$ cat config.mk
export PLATFORM = sky130hd
export DESIGN_NAME = bcg_fill_sequencer
export DESIGN_NICKNAME = d
export VERILOG_FILES = /design/src/rtl/bcg_fill_sequencer.sv
export SDC_FILE = /design/constraint.sdc
export NUM_CORES = 1
export LEC_CHECK = 0
export BUFFER_PORTS_ARGS = -buffer_cell sky130_fd_sc_hd__buf_2
export CAP_MARGIN = 15
export CORE_MARGIN = 4
export CORE_UTILIZATION = 45
export CTS_BUF_LIST = sky130_fd_sc_hd__clkbuf_2
export DETAILED_ROUTE_END_ITERATION = 7
export GPL_TIMING_DRIVEN = 0
export PLACE_DENSITY = 0.7
export REMOVE_ABC_BUFFERS = 1
export SETUP_SLACK_MARGIN = 0.3
export SYNTH_ARGS = -nofsm -noshare
export SYNTH_HDL_FRONTEND = slang
export SYNTH_SLANG_ARGS = --single-unit
$ cat constraint.sdc
create_clock -name clk -period 1.91 [get_ports clk]
set_clock_uncertainty 0.05 [all_clocks]
set_input_delay 0.2865 -clock clk [delete_from_list [all_inputs] [get_ports clk]]
set_output_delay 0.2865 -clock clk [all_outputs]
set_load 0.02 [all_outputs]
$ cat src/rtl/bcg_fill_sequencer.sv
// Command-port scheduler in front of the BCG/VRAM decoder: arbitrates the CPU
// command stream against a 64x32 buffer-fill engine and owns the clear pointer.
module bcg_fill_sequencer #(
    parameter int unsigned MAX_STALL = 4
) (
    input  logic        clk,
    input  logic        rst,
    input  logic        cpu_start,
    input  logic [23:0] cpu_in,
    output logic        cpu_ready,
    input  logic        fill_req,
    input  logic        fill_mode,
    input  logic [7:0]  fill_value,
    output logic        fill_busy,
    output logic        fill_done,
    output logic        start,
    output logic [23:0] in,
    output logic [5:0]  clearx,
    output logic [4:0]  cleary
);
    typedef enum logic {ST_IDLE = 1'b0, ST_FILL = 1'b1} state_t;

    localparam logic [3:0]  MAX_STALL_C = 4'(MAX_STALL);
    localparam logic [10:0] PTR_LAST    = 11'h7FF;

    function automatic logic is_buf_op(input logic [7:0] opcode);
        is_buf_op = (opcode == 8'd244) || (opcode == 8'd252);
    endfunction

    function automatic logic [23:0] fill_cmd(input logic mode, input logic [7:0] value);
        if (mode) begin
            fill_cmd = {8'd244, 12'd0, value[3:0]};
        end else begin
            fill_cmd = {8'd252, 8'd0, value};
        end
    endfunction

    // Pointer kept as {py, px}: a plain 11-bit increment gives the row-major walk and the wrap.
    state_t      state_q, state_d;
    logic [10:0] ptr_q, ptr_d;
    logic [3:0]  stall_q, stall_d;
    logic        mode_q, mode_d;
    logic [7:0]  value_q, value_d;
    logic        start_q, start_d;
    logic [23:0] in_q, in_d;
    logic [10:0] clr_q, clr_d;
    logic        done_q, done_d;
    logic        busy_q, busy_d;
    logic        cpu_grant_s;
    logic        fill_grant_s;

    assign cpu_ready    = !((state_q == ST_FILL) &&
                            ((stall_q == MAX_STALL_C) || is_buf_op(cpu_in[23:16])));
    assign cpu_grant_s  = cpu_start && cpu_ready;
    assign fill_grant_s = !cpu_grant_s && (state_q == ST_FILL);

    assign start     = start_q;
    assign in        = in_q;
    assign clearx    = clr_q[5:0];
    assign cleary    = clr_q[10:6];
    assign fill_done = done_q;
    assign fill_busy = busy_q;

    // Next-state: arbitration, pointer walk, stall accounting and fill start/finish.
    always_comb begin
        state_d = state_q;
        ptr_d   = ptr_q;
        stall_d = stall_q;
        mode_d  = mode_q;
        value_d = value_q;
        start_d = 1'b0;
        in_d    = in_q;
        clr_d   = clr_q;
        done_d  = 1'b0;

        if (cpu_grant_s) begin
            start_d = 1'b1;
            in_d    = cpu_in;
            clr_d   = ptr_q;
            if (is_buf_op(cpu_in[23:16])) begin
                ptr_d = ptr_q + 11'd1;
            end else begin
                ptr_d = ptr_q;
            end
            if ((state_q == ST_FILL) && (stall_q < MAX_STALL_C)) begin
                stall_d = stall_q + 4'd1;
            end else begin
                stall_d = stall_q;
            end
        end else if (fill_grant_s) begin
            start_d = 1'b1;
            in_d    = fill_cmd(mode_q, value_q);
            clr_d   = ptr_q;
            ptr_d   = ptr_q + 11'd1;
            stall_d = 4'd0;
            if (ptr_q == PTR_LAST) begin
                done_d  = 1'b1;
                state_d = ST_IDLE;
            end else begin
                state_d = ST_FILL;
            end
        end else begin
            start_d = 1'b0;
        end

        // A new fill owns the pointer even if the CPU slipped a buffer op in this cycle.
        if ((state_q == ST_IDLE) && fill_req) begin
            mode_d  = fill_mode;
            value_d = fill_value;
            ptr_d   = 11'd0;
            stall_d = 4'd0;
            state_d = ST_FILL;
        end else begin
            mode_d  = mode_q;
            value_d = value_q;
        end

        busy_d = (state_d == ST_FILL);
    end

    // State and registered outputs.
    always_ff @(posedge clk or negedge rst) begin
        if (!rst) begin
            state_q <= ST_IDLE;
            ptr_q   <= 11'd0;
            stall_q <= 4'd0;
            mode_q  <= 1'b0;
            value_q <= 8'd0;
            start_q <= 1'b0;
            in_q    <= 24'd0;
            clr_q   <= 11'd0;
            done_q  <= 1'b0;
            busy_q  <= 1'b0;
        end else begin
            state_q <= state_d;
            ptr_q   <= ptr_d;
            stall_q <= stall_d;
            mode_q  <= mode_d;
            value_q <= value_d;
            start_q <= start_d;
            in_q    <= in_d;
            clr_q   <= clr_d;
            done_q  <= done_d;
            busy_q  <= busy_d;
        end
    end
endmodule

==> results.md <==
- GR Overflow Total: 0
- Iter 0 DRT Violations: 146
- Crit-path cells: inv_2, ha_4, nand3b_1, o21ai_2, nand2_1, buf_6
- Ports: 76
- Largest delay contributor family on the critical path: flip-flops
- Outcome: finished, final reports clean
- Vias: 2553
- Relative slew margins: between 50% and 60%
- Largest net degree at the start of global routing: 33
- Num CTS Buffers: 9
- F_max: 0.536 GHz
- Worst Path Required: approximately 1.6 ns
- DR WL/cell: ~16 um
- Syn-to-layout area delta: 40.2%
- Post-route ant nets: 0
- P_leak: slightly above 2 nW
- Synthesized area: approximately 2900 um2
- Sequential area share after synthesis: a little over half
- Unrepaired setup endpoints after global routing: yes
- Final hold slack: roughly 0.051 ns
- Post-synth cell types: 46
- Critical path type: flip-flop to output port
- Clock Tree Buf Depth: 2
- Vias in the first global route: 2400
- WP buf/inv: 2
- Slew of the pin with the lowest slew margin: 0.701 ns
- Clock-pin slew on the worst setup and hold paths: 0.17 ns
- Die W: about 90 um
- Worst EP arrival: around 1.5 ns
- Top_reg_cell synth: dfrtp_1
- Detailed Place HPWL: 4500 um
- Critical path launch point type: flip-flop
- PD cells: a little over 800 nW/um2
- Worst IR Drop VDD: about 0.00052 V
- Final instance area: roughly 4100 um2
- CTS tree: done
- Final hold vios: 0
- Core Region: around 6100 um2
- Routability cong.: 0.806
- Period utilization: between 90% and 100%
- CTS sink cnt: just over 60
- Slowest cell on crit path: dfrtp_1
- H-tree levels: 3
- Final Setup Violations: 0
- Synthesis-stage register bit count: 62
- CTS Root Cell: clkbuf_2
- Overall routed net length: between 7000 and 8000 um
- Syn avg cell area: 10.7 um2
- Rows: 28
- Yosys Warn Count: 0
- Critical Path End Type: output port
- Die area: just under 8000 um2
- DRC: 0
- Port Buffers: 75
- Commonest cells after routing, fill and taps aside: buf_2 (75), nand2_1 (66), dfrtp_1 (60)
- Drt first pass iters: 5
- Final nets: between 400 and 500
- Share of layout cells above drive strength 1: around 39%
- First-pass GRT wire length: ~12000 um
- Cells after synthesis: around 270
- Antenna violations before repair: 0
- Initial core utilization: around 48%
- Max-cap violations: 0
- Worst hold path class: primary input to flip-flop
- Ant. Diodes: 0
- Final Max Tran Viols: 0
- Die Y: about 88 um
- Final core utilization: roughly 67%
- Post-DP Area: about 3300 um2
- Total GRT Usage: between 10% and 20%
- Post-DR vias/cell: 5.36
- Worst-Skew Late Latency: approximately 0.48 ns
- Min Tclk post-route: approximately 1.9 ns
- Async SR Flop Fraction: 100%
- Critical path's largest stage delay: approximately 0.43 ns
- Most common cell after layout, fill and taps aside: buf_2
- Crit Path Max Fanout: 2
- Number of enable flip-flop cells after synthesis: 0
[state kept, by name, summed over array words and instances, names as in the netlist]
register	cells
mode_q	1
clr_q	11
start	1
in	24
value_q	8
stall_q	4
fill_busy	1
fill_done	1
ptr_q	11
[timing repair]
action | 4_1_cts | 5_1_grt
setup endpoints to repair | 58 | 48
buffers inserted | 20 | 6
gates cloned | 1 | 1
hold buffers | 25 | 0
endpoints found under the hold margin | 54 | 0
gates resized for setup | 20 | 17
pin swaps | 3 | 18
[synth_stat cells, types with 2 or more instances]
master	instances	area share, %
a21o_1	2	0.52
a22o_1	18	5.4
a31oi_1	5	1.1
and2b_1	2	0.52
and3_1	5	1.1
buf_2	4	0.69
buf_6	6	2.3
clkbuf_1	4	0.52
dfrtp_1	62	54
ha_1	3	1.3
inv_1	6	0.78
mux2_2	5	1.9
mux2i_1	5	1.7
nand2_1	67	8.7
nand2b_1	5	1.1
nand3_1	5	0.86
nor2_1	9	1.2
nor2b_1	4	0.86
nor3_1	4	0.69
nor4_1	2	0.43
o21ai_0	2	0.35
o21ai_2	2	0.60
o221a_1	4	1.6
o22a_1	7	2.1
o22ai_1	12	2.6
[report_power, final]
part | total [mW] | internal, mW | switching [mW]
sequential | 1.63 | 1.49 | 0.146
combinational | 0.752 | 0.355 | 0.397
clock | 0.906 | 0.424 | 0.483
total | 3.29 | 2.27 | 1.03
[stage by stage]
stage | std cells | setup slack (ns) | power [mW] | TNS (ns)
final | 476 | 0.0445 | 3.29 | 0
after global routing | 476 | -0.0626 | 3.48 | -0.0626
after CTS | 469 | 0.0359 | 3.27 | 0
after detailed placement | 407 | -0.748 | 2.28 | -17.44
after global placement | 406 | -1.33 | 2.26 | -32.31
after floorplan | 256 | -0.432 | 2.02 | -8.18
[worst paths after layout]
check | from | depth (start not counted) | slack (ns) | end
setup / recovery | stall_q[0] | 6 | 0.04 | cpu_ready
hold / removal | cpu_in[2] | 2 | 0.05 | in[2]
setup reg to reg | fill_busy | 6 | 0.23 | in[18]
max in group asynchronous | rst | 3 | 0.89 | in[17]
min in group asynchronous | rst | 2 | 0.31 | fill_busy
hold reg to reg | clr_q[9] | 2 | 0.43 | clr_q[9]
[cells by family after synthesis]
logic type | Yosys count | share of synthesized area, %
buf+inv | 21 | 4.58
fa+ha+maj | 3 | 1.30
simple gates | 111 | 18.4
mux | 11 | 4.19
flops | 62 | 53.6
compound gates | 63 | 18.0
[layout make-up]
| type | count | area (um2) |
|---|---|---|
| multi-input cells | 189 | 1350 |
| flip-flops and latches | 62 | 1560 |
| inverters | 6 | 30.0 |
| repair buffers | 128 | 893 |
| fillers | 491 | 2040 |
| clock inverters | 7 | 88.8 |
| clock buffers | 9 | 45.0 |
| well taps | 75 | 93.8 |
[metal layers]
layer  global-route usage [%]  routed length [um]  up-vias  share of wire (%)
met4                     7.97                 134        0                1.8
li1                         -                   -     1226                  -
met2                     30.3                3580       75                 48
met1                     26.3                3230     1232                 44
met5                        0                   0        -                  0
met3                     4.56                 437       20                5.9
No activity file was read; power rests on OpenSTA's default activity.
